<file path="config.mk">
export PLATFORM = sky130hd
export DESIGN_NAME = input_debounce_sync_flat
export DESIGN_NICKNAME = d
export VERILOG_FILES = /design/src/rtl/input_debounce_sync_pkg.sv /design/src/rtl/input_debounce_sync_if.sv /design/src/rtl/input_debounce_sync_channel.sv /design/src/rtl/input_debounce_sync.sv /design/src/flat_wrapper.sv
export SDC_FILE = /design/constraint.sdc
export NUM_CORES = 1
export LEC_CHECK = 0
export ABC_AREA = 1
export CAP_MARGIN = 20
export CORE_MARGIN = 3
export CORE_UTILIZATION = 45
export DETAILED_ROUTE_END_ITERATION = 7
export GPL_ROUTABILITY_DRIVEN = 0
export SYNTH_ARGS = -nofsm -noshare
export SYNTH_HDL_FRONTEND = slang
export SYNTH_SLANG_ARGS = --single-unit
</file>
<file path="constraint.sdc">
create_clock -name clk -period 6.3 [get_ports clk]
set_input_delay 1.26 -clock clk [delete_from_list [all_inputs] [get_ports clk]]
set_output_delay 1.26 -clock clk [all_outputs]
set_load 0.02 [all_outputs]
</file>
<file path="src/rtl/input_debounce_sync_pkg.sv">
// Shared constants, limits and helpers for the input debounce/synchroniser block.
package input_pkg;

  // 10 ms of stability at a 25 MHz clock.
  localparam int DEFAULT_DEBOUNCE_CYCLES = 250000;

  // Legal synchroniser depths per channel.
  localparam int SYNC_STAGES_MIN = 2;
  localparam int SYNC_STAGES_MAX = 4;

  // Per-cycle event decoded by a channel before it is registered onto rise/fall.
  typedef enum logic [1:0] {
    EV_NONE = 2'd0,
    EV_RISE = 2'd1,
    EV_FALL = 2'd2
  } edge_e;

  // Counter width able to hold 0..cycles.
  function automatic int cnt_width(input int cycles);
    return $clog2(cycles + 1);
  endfunction

endpackage : input_pkg

</file>
<file path="src/rtl/input_debounce_sync_if.sv">
// Pin-side and debounced-side signals of the debounce block, bundled for port use.
interface input_debounce_sync_if #(
  parameter int WIDTH = 4
) ();

  logic [WIDTH-1:0] din;
  logic             bypass;
  logic [WIDTH-1:0] q;
  logic [WIDTH-1:0] rise;
  logic [WIDTH-1:0] fall;
  logic             any_rise;

  // Driver of the raw pins and consumer of the debounced levels.
  modport master (
    output din,
    output bypass,
    input  q,
    input  rise,
    input  fall,
    input  any_rise
  );

  // The debounce block itself.
  modport slave (
    input  din,
    input  bypass,
    output q,
    output rise,
    output fall,
    output any_rise
  );

endinterface : input_debounce_sync_if

</file>
<file path="src/rtl/input_debounce_sync_channel.sv">
// One channel: optional inversion, synchroniser chain, stability counter and edge pulses.
module debounce_channel
  import input_pkg::*;
#(
  parameter int   SYNC_STAGES     = 2,
  parameter int   DEBOUNCE_CYCLES = DEFAULT_DEBOUNCE_CYCLES,
  parameter logic INVERT          = 1'b1
) (
  input  logic clk,
  input  logic reset,
  input  logic din,
  input  logic bypass,
  output logic q,
  output logic rise,
  output logic fall
);

  localparam int            CW   = cnt_width(DEBOUNCE_CYCLES);
  localparam logic [CW-1:0] LAST = CW'(DEBOUNCE_CYCLES - 1);

  (* ASYNC_REG = "TRUE", keep = "true" *) logic [SYNC_STAGES-1:0] sync_ff;

  logic          synced;
  logic [CW-1:0] cnt;
  logic [CW-1:0] cnt_next;
  logic          q_next;
  edge_e         ev;

  assign synced = sync_ff[SYNC_STAGES-1];

  // Shift the (possibly inverted) pin through the metastability chain.
  // NOTE: sequential state uses <= so every flop samples the pre-edge values.
  always_ff @(posedge clk or posedge reset) begin
    if (reset) sync_ff <= '0;
    else       sync_ff <= {sync_ff[SYNC_STAGES-2:0], din ^ INVERT};
  end

  // Decide whether the synced level is accepted this edge or keeps counting.
  // NOTE: every output gets a default first so no path can infer a latch.
  always_comb begin
    cnt_next = '0;
    q_next   = q;
    ev       = EV_NONE;
    if (synced != q) begin
      if (bypass || cnt == LAST) begin
        q_next = ~q;
        ev     = q ? EV_FALL : EV_RISE;
      end else begin
        cnt_next = cnt + 1'b1;
      end
    end
  end

  // Register the debounced level, counter and one-cycle edge pulses together.
  always_ff @(posedge clk or posedge reset) begin
    if (reset) begin
      q    <= 1'b0;
      cnt  <= '0;
      rise <= 1'b0;
      fall <= 1'b0;
    end else begin
      q    <= q_next;
      cnt  <= cnt_next;
      rise <= (ev == EV_RISE);
      fall <= (ev == EV_FALL);
    end
  end

endmodule : debounce_channel

</file>
<file path="src/rtl/input_debounce_sync.sv">
// Top level: WIDTH independent debounce channels plus the any_rise summary.
module input_debounce_sync
  import input_pkg::*;
#(
  parameter int               WIDTH           = 4,
  parameter int               SYNC_STAGES     = 2,
  parameter int               DEBOUNCE_CYCLES = DEFAULT_DEBOUNCE_CYCLES,
  parameter logic [WIDTH-1:0] INVERT_MASK     = '1
) (
  input  logic                 clk,
  input  logic                 reset,
  input_debounce_sync_if.slave bus
);

  logic [WIDTH-1:0] q_w;
  logic [WIDTH-1:0] rise_w;
  logic [WIDTH-1:0] fall_w;

  for (genvar i = 0; i < WIDTH; i++) begin : g_ch
    debounce_channel #(
      .SYNC_STAGES     (SYNC_STAGES),
      .DEBOUNCE_CYCLES (DEBOUNCE_CYCLES),
      .INVERT          (INVERT_MASK[i])
    ) u_ch (
      .clk    (clk),
      .reset  (reset),
      .din    (bus.din[i]),
      .bypass (bus.bypass),
      .q      (q_w[i]),
      .rise   (rise_w[i]),
      .fall   (fall_w[i])
    );
  end

  assign bus.q    = q_w;
  assign bus.rise = rise_w;
  assign bus.fall = fall_w;
  // OR of registered pulses: aligned with rise and still free of any din path.
  assign bus.any_rise = |rise_w;

endmodule : input_debounce_sync

</file>
<file path="src/flat_wrapper.sv">
// flat-port wrapper written by rule: the top's interface ports become plain ports
module input_debounce_sync_flat import input_pkg::*;
#(
  parameter int               WIDTH           = 4,
  parameter int               SYNC_STAGES     = 2,
  parameter int               DEBOUNCE_CYCLES = DEFAULT_DEBOUNCE_CYCLES,
  parameter logic [WIDTH-1:0] INVERT_MASK     = '1
)
  (clk, reset, bus_din, bus_bypass, bus_q, bus_rise, bus_fall, bus_any_rise);
  input_debounce_sync_if #(.WIDTH(WIDTH)) bus_i ();
  input  logic clk;
  input  logic reset;
  input wire logic [$bits(bus_i.din)-1:0] bus_din;
  input wire logic [$bits(bus_i.bypass)-1:0] bus_bypass;
  output wire logic [$bits(bus_i.q)-1:0] bus_q;
  output wire logic [$bits(bus_i.rise)-1:0] bus_rise;
  output wire logic [$bits(bus_i.fall)-1:0] bus_fall;
  output wire logic [$bits(bus_i.any_rise)-1:0] bus_any_rise;
  assign bus_i.din = bus_din;
  assign bus_i.bypass = bus_bypass;
  assign bus_q = bus_i.q;
  assign bus_rise = bus_i.rise;
  assign bus_fall = bus_i.fall;
  assign bus_any_rise = bus_i.any_rise;
  input_debounce_sync #(.WIDTH(WIDTH), .SYNC_STAGES(SYNC_STAGES), .DEBOUNCE_CYCLES(DEBOUNCE_CYCLES), .INVERT_MASK(INVERT_MASK)) u_core (.clk(clk), .reset(reset), .bus(bus_i));
endmodule
</file>
After elaboration in Yosys (flattened, before gate mapping)
Cells that the tools add are included.

Input bits: 7. Register bits after elaboration: 92.

Muxes and demuxes: 20. Bitwise gates (word level): 8. $add $sub $neg: 4. Equality and inequality tests: 16. Reduce and logical (&&, ||, !) cells: 9.

Operators with widths (number): 2-to-1 mux 18 bit (8); adder 18 x 1 -> 18 bit, second input constant (4); == test 18 bit, second input constant (4); 2-to-1 mux 2 bit (12); == test 2 x 1 -> 1 bit, second input constant (4); == test 2 bit, second input constant (4); inverter 1 bit (8); AND reduction 2 bit (4); logical OR 1 bit (4); inequality test 1 bit (4); OR reduction 4 bit (1).

Longest topological paths before layout
Gate-level depths: netlist (run 1).

Depth after elaboration: 5. Depth in mapped cells: 10. Mapped depth without buffers: 9.

Cells and area by module
From an unflattened synthesis (run 1), not the netlist that was laid out.

Cell total of the unflattened synthesis: 631. Area total of the unflattened synthesis: 4926.0 um^2.

By module, submodules not included: debounce_channel (sequential area each 575.6 um^2, area each 1228.7 um^2, cells each 157, times used 4); input_debounce_sync (sequential area each 0.0 um^2, area each 11.3 um^2, cells each 3, times used 1).

Worst setup path before layout (run 1)
Ideal clock, no wire load.

Kind: register to output. From: register u_core.g_ch[2].u_ch.rise. To: output port bus_any_rise. Arrival: 982 ps. Path buffers: 0. Cell stages (with the launch flop): 2. Slack: 4058 ps. Data required time: 5040 ps. Cells stage by stage: dfrtp_1 -> or4_1.

Longest elaborated chain between the ends: 1.

RTL lines: from (decl) (line input_debounce_sync_channel.sv:14) `output logic rise,`; from (signal assigned) (line input_debounce_sync_channel.sv:64) `rise <= (ev == EV_RISE);`; OR reduction 4 bit (line input_debounce_sync.sv:39) `assign bus.any_rise = |rise_w;`; to (decl) (line flat_wrapper.sv:18) `output wire logic [$bits(bus_i.any_rise)-1:0] bus_any_rise;`.

No other way between the ends.

Worst setup path in the final report (run 1)
Ends and elaborated chain as after synthesis.

==> results.cfg, run 1 <==
[grt]
grt_usage_pct = 16.4
grt_most_used_layer = met2
grt_overflow = 0
grtUsageMet1_pct = 23.1
grt_use_met2_pct = 25.9
grt_max_degree = 66
met3_usage_pct = 2.43
grt_pass1_vias = 3488
antenna_found_initial = 0
grt_pass1_wl_mm = 15.6

[drt]
drtIter0Drc = 147
via_count = 3554
routed_wl_mm = 8.68
drt_pass1_iterations = 5
vias_per_cell = 4.83
drc = 0
ant_nets = 0
wl_per_cell_um = 11.8

[floorplanning]
initial_utilization_pct = 46.3
io_pins = 20
die_w_um = 109
core-area_um2 = 10400
rows = 37
die-area_um2 = 11900
die-height_um = 109

[sta]
min_period_ns = 3.05
timing.final.crit_share_pct = 48.4
final.setup_skew_ns = 0.00971
setup_violations = 0
hold_viol_final = 0
finalMaxSlewViolations = 0
worst_pin_slew_ns = 0.805
rsz0062_at_grt = no
slew_headroom_pct = 46.4
worst_slack_ns = 3.25
achievable-frequency_ghz = 0.328
final.setup.tns_ns = 0

[setup_path]
cp.required_ns = 5.04
critical_path.max_fanout = 2
path_class = reg2out
worstSetupEndpointType = output pin
arrival_ns = 1.79
r2r_start = u_core.g_ch[3].u_ch.cnt[0]
crit_slowest_cell = clkdlybuf4s50_1
max_stage_delay_ns = 0.55
path_delay_family = buffers and inverters
path_cells = or4_1 > clkdlybuf4s50_1
timing.critical_path.from = u_core.g_ch[2].u_ch.rise
worstSetupStartpointType = flop
cp.buffers_inverters = 1

[clock_tree]
cts_tree = done
cts_buffers = 9
cts_root_buffer = clkbuf_8
clkSinkCount = 92
hold_buffers = 0
clock_latency_ns = 0.35
clk_pin_slew_ns = 0.09
postCtsSetupRepairBufs = 0
cts_max_path_buffers = 2
post_cts_resized = 0
h-tree-depth = 3

[synthesis]
syn_inst = 581
syn_area_per_cell_um2 = 8.26
syn_nets = 592
yosysUniqueCellTypes = 34
syn-cell-area_um2 = 4800
yosysSeqAreaShare_pct = 48.0
yosys_warnings = 0
ys_seq_elements = 92

[finish]
multi_input_area_um2 = 2150
n_fill_cell = 1020
drive_gt1_share_pct = 10.5
final_common_cell = nor2_1
design_area_um2 = 5270
stdcell_count = 736
final_nets = 607
antenna_cells = 0
regArea_um2 = 2300
final_cell_mix = nor2_1, nand2_1, dfrtp_1
area_delta_synth_final_pct = 9.85

[placement]
dp_hpwl_mm = 6.21
post-place-cells = 721
dpl_worst_slack_ns = 3.47
io_buffer_count = 19
placed_area_um2 = 5030

[power]
peakVddDrop_mv = 0.144
p_per_area_nw_per_um2 = 220
p_leak_nw = 2.17

[run]
maxCapViolCount = 0

[worst_hold_path]
hold_start = u_core.g_ch[1].u_ch.sync_ff[0]
hold_path_class = reg2reg

[run_status]
status = completed
## worst paths after layout
| kind | endpoint | slack [ns] | cells after the start |
|---|---|---|---|
| min in group asynchronous | u_core.g_ch[3].u_ch.sync_ff[0] | 1.23 | 2 |
| max in group asynchronous | u_core.g_ch[1].u_ch.cnt[15] | 3.95 | 3 |
| max reg2reg | u_core.g_ch[3].u_ch.rise | 4.70 | 7 |
| max | bus_any_rise | 3.25 | 2 |
| min reg2reg | u_core.g_ch[1].u_ch.sync_ff[1] | 0.35 | 0 |
| min | u_core.g_ch[1].u_ch.sync_ff[1] | 0.35 | 0 |
## registers in the layout, indices dropped and copies added (netlist names)
register and flops:
u_core.g_ch.u_ch.q 4, u_core.g_ch.u_ch.cnt 72, u_core.g_ch.u_ch.fall 4, u_core.g_ch.u_ch.sync_ff 8, u_core.g_ch.u_ch.rise 4
## metrics by stage
stage | power (mW) | hold WS (ns) | util, %
3_5_place_dp | 0.699 | 0.336 | 48.5
3_3_place_gp | 0.697 | 0.332 | 48.5
6_report | 1.16 | 0.353 | 50.8
4_1_cts | 1.17 | 0.355 | 50.8
2_1_floorplan | 0.680 | 0.331 | -
5_1_grt | 1.21 | 0.362 | 50.8
## power breakdown
group	switching (mW)	internal [mW]	total (mW)
clock	0.200	0.273	0.472
sequential	0.00935	0.602	0.611
combinational	0.0487	0.0258	0.0745
## cell usage after synthesis
library cell | count | area share (%)
a21o_1 | 1 | 0.16
and2_0 | 3 | 0.39
buf_12 | 1 | 0.42
buf_4 | 14 | 2.2
buf_6 | 1 | 0.23
clkinv_1 | 1 | 0.078
dfrtp_1 | 92 | 48
ha_1 | 4 | 1.0
inv_1 | 52 | 4.1
inv_2 | 4 | 0.31
nand2_1 | 116 | 9.1
nand2_2 | 6 | 0.78
nand2_4 | 1 | 0.23
nand3_1 | 36 | 3.8
nand3_2 | 3 | 0.63
nand3b_1 | 1 | 0.16
nand3b_2 | 1 | 0.23
nand3b_4 | 1 | 0.42
nand4_1 | 10 | 1.3
nor2_1 | 130 | 10
nor2_2 | 22 | 2.9
nor2_4 | 4 | 0.94
nor3_1 | 7 | 0.73
nor3_2 | 4 | 0.83
nor3_4 | 1 | 0.34
o21ai_0 | 8 | 0.83
o21ai_1 | 2 | 0.21
o21bai_1 | 2 | 0.31
o22ai_1 | 3 | 0.39
or2_0 | 1 | 0.13
or2_1 | 2 | 0.26
or4_1 | 1 | 0.16
xnor2_1 | 14 | 2.6
xor2_1 | 32 | 5.8
## per-layer routing
metal	share of wire, %	vias to the layer above
met5	0	-
met4	1.8	0
met3	2.3	13
met2	47	42
met1	49	1683
li1	-	1816
## final cells by class
type / instances / area share (%)
clock buffer: 11 / 2.68
clock inverter: 4 / 1.85
inverter: 57 / 4.11
multi-input combinational: 416 / 40.7
sequential: 92 / 43.7
tap: 136 / 3.23
timing repair buffer: 20 / 3.75
## cell families (layout without fill, tap and decap cells)
kind of cell	count (synthesis)	after routing	share of synthesized area (%)
and+or+nand+nor	350	350	33.4
DFF	92	92	48.0
buffers and inverters	73	92	7.30
xor gates and xnor gates	46	46	8.39
AOI/OAI and AO/OA	16	16	1.90
adders and majority gates	4	4	1.04
Power figures use the tool's default switching activity.
==> run 2, diff against run 1 <==
- clock period: 6.3 -> 2.6 ns (I/O delays scaled with it)
==> results.cfg, run 2 (synthesized netlist as in run 1, its figures left out) <==
[run_status]
status = completed

[placement]
post-place-cells = 722
placed_area_um2 = 5070
dpl_worst_slack_ns = 0.484
dp_hpwl_mm = 6.32
io_buffer_count = 19

[run]
maxCapViolCount = 0

[drt]
drtIter0Drc = 123
drt_pass1_iterations = 4
vias_per_cell = 4.73
wl_per_cell_um = 11.9
drc = 0
routed_wl_mm = 8.81
ant_nets = 0
via_count = 3489

[grt]
grt_max_degree = 43
grt_pass1_vias = 3364
grt_usage_pct = 16.2
grt_pass1_wl_mm = 15.4
antenna_found_initial = 0
grt_overflow = 0

[sta]
final.setup.tns_ns = 0
min_period_ns = 2.30
hold_viol_final = 0
finalMaxSlewViolations = 0
rsz0062_at_grt = no
slew_headroom_pct = 71.1
worst_slack_ns = 0.300
setup_violations = 0
whs_ns = 0.353
achievable-frequency_ghz = 0.435
timing.final.crit_share_pct = 88.5
worst_pin_slew_ns = 0.433
final.setup_skew_ns = 0.00499

[clock_tree]
post_cts_resized = 0
clkSinkCount = 92
clk_pin_slew_ns = 0.09
postCtsSetupRepairBufs = 0
h-tree-depth = 3
clock_latency_ns = 0.36
cts_root_buffer = clkbuf_8
cts_buffers = 9
cts_tree = done
cts_max_path_buffers = 2
hold_buffers = 0

[floorplanning]
initial_utilization_pct = 46.3
rows = 37
die-height_um = 109
die_w_um = 109
io_pins = 20
die-area_um2 = 11900
core-area_um2 = 10400

[finish]
n_fill_cell = 1015
design_area_um2 = 5290
reg_top3 = u_core.g_ch.u_ch.cnt: 72 flops, u_core.g_ch.u_ch.sync_ff: 8 flops
final_nets = 608
multi_input_area_um2 = 2150
antenna_cells = 0
final_cell_mix = nor2_1, nand2_1, dfrtp_1
utilization_pct = 51.0
regMostFlops = u_core.g_ch.u_ch.cnt
largest_register_ffs = 72
stdcell_count = 738
regArea_um2 = 2300
final_common_cell = nor2_1
area_delta_synth_final_pct = 10.1
drive_gt1_share_pct = 10.6

[setup_path]
arrival_ns = 1.78
critical_path.max_fanout = 2
cp.required_ns = 2.08
worstSetupStartpointType = flop
path_class = reg2out
worstSetupEndpointType = output pin

[power]
p_leak_nw = 2.17
p_per_area_nw_per_um2 = 516
p_total_mw = 2.73
peakVddDrop_mv = 0.274

[worst_hold_path]
hold_path_class = reg2reg
run 2: cell types whose count changed in the layout (fill, tap and decap cells not counted), sizes merged:
| cell | change |
|---|---|
| clkbuf | +1 |
| buf | +1 |
| clkinv | +1 |
| bufinv | -1 |
| clkinvlp | +1 |
| inv | -1 |
run 2: layout make-up:
class / count / area share (%)
clock buffers: 12 / 2.75
clock inverters: 4 / 1.37
inverters: 57 / 4.12
multi-input cells: 416 / 40.6
flip-flops and latches: 92 / 43.6
well taps: 136 / 3.22
repair buffers: 21 / 4.36
run 2: final timing paths:
path / startpoint / endpoint / slack [ns] / cells past startpoint
min: u_core.g_ch[1].u_ch.sync_ff[0] / u_core.g_ch[1].u_ch.sync_ff[1] / 0.35 / 0
min reg2reg: u_core.g_ch[1].u_ch.sync_ff[0] / u_core.g_ch[1].u_ch.sync_ff[1] / 0.35 / 0
min in group asynchronous: reset / u_core.g_ch[0].u_ch.cnt[10] / 0.49 / 2
max in group asynchronous: reset / u_core.g_ch[1].u_ch.cnt[13] / 1.59 / 3
max: u_core.g_ch[2].u_ch.rise / bus_any_rise / 0.30 / 2
max reg2reg: u_core.g_ch[2].u_ch.cnt[0] / u_core.g_ch[2].u_ch.cnt[16] / 1.02 / 6
run 2: routing by layer:
layer	share of wire (%)	vias to the layer above	track usage [%]	routed length, um
li1	-	1824	-	-
met5	0	-	0	0
met2	45	50	25.5	4010
met3	3.0	8	3.08	266
met1	50	1607	22.3	4430
met4	1.2	0	6.41	109
run 2: where the power goes:
part           total (mW)  leakage (nW)  switching [mW]  internal (mW)
Clock                1.06         0.107           0.494          0.568
Sequential           1.48          1.25          0.0226           1.46
Combinational       0.186         0.814           0.119         0.0676
run 2: critical path: stages (launching register included):
cell and delay (ns):
dfrtp_1 0.38, or4_1 0.50, clkdlybuf4s50_1 0.55
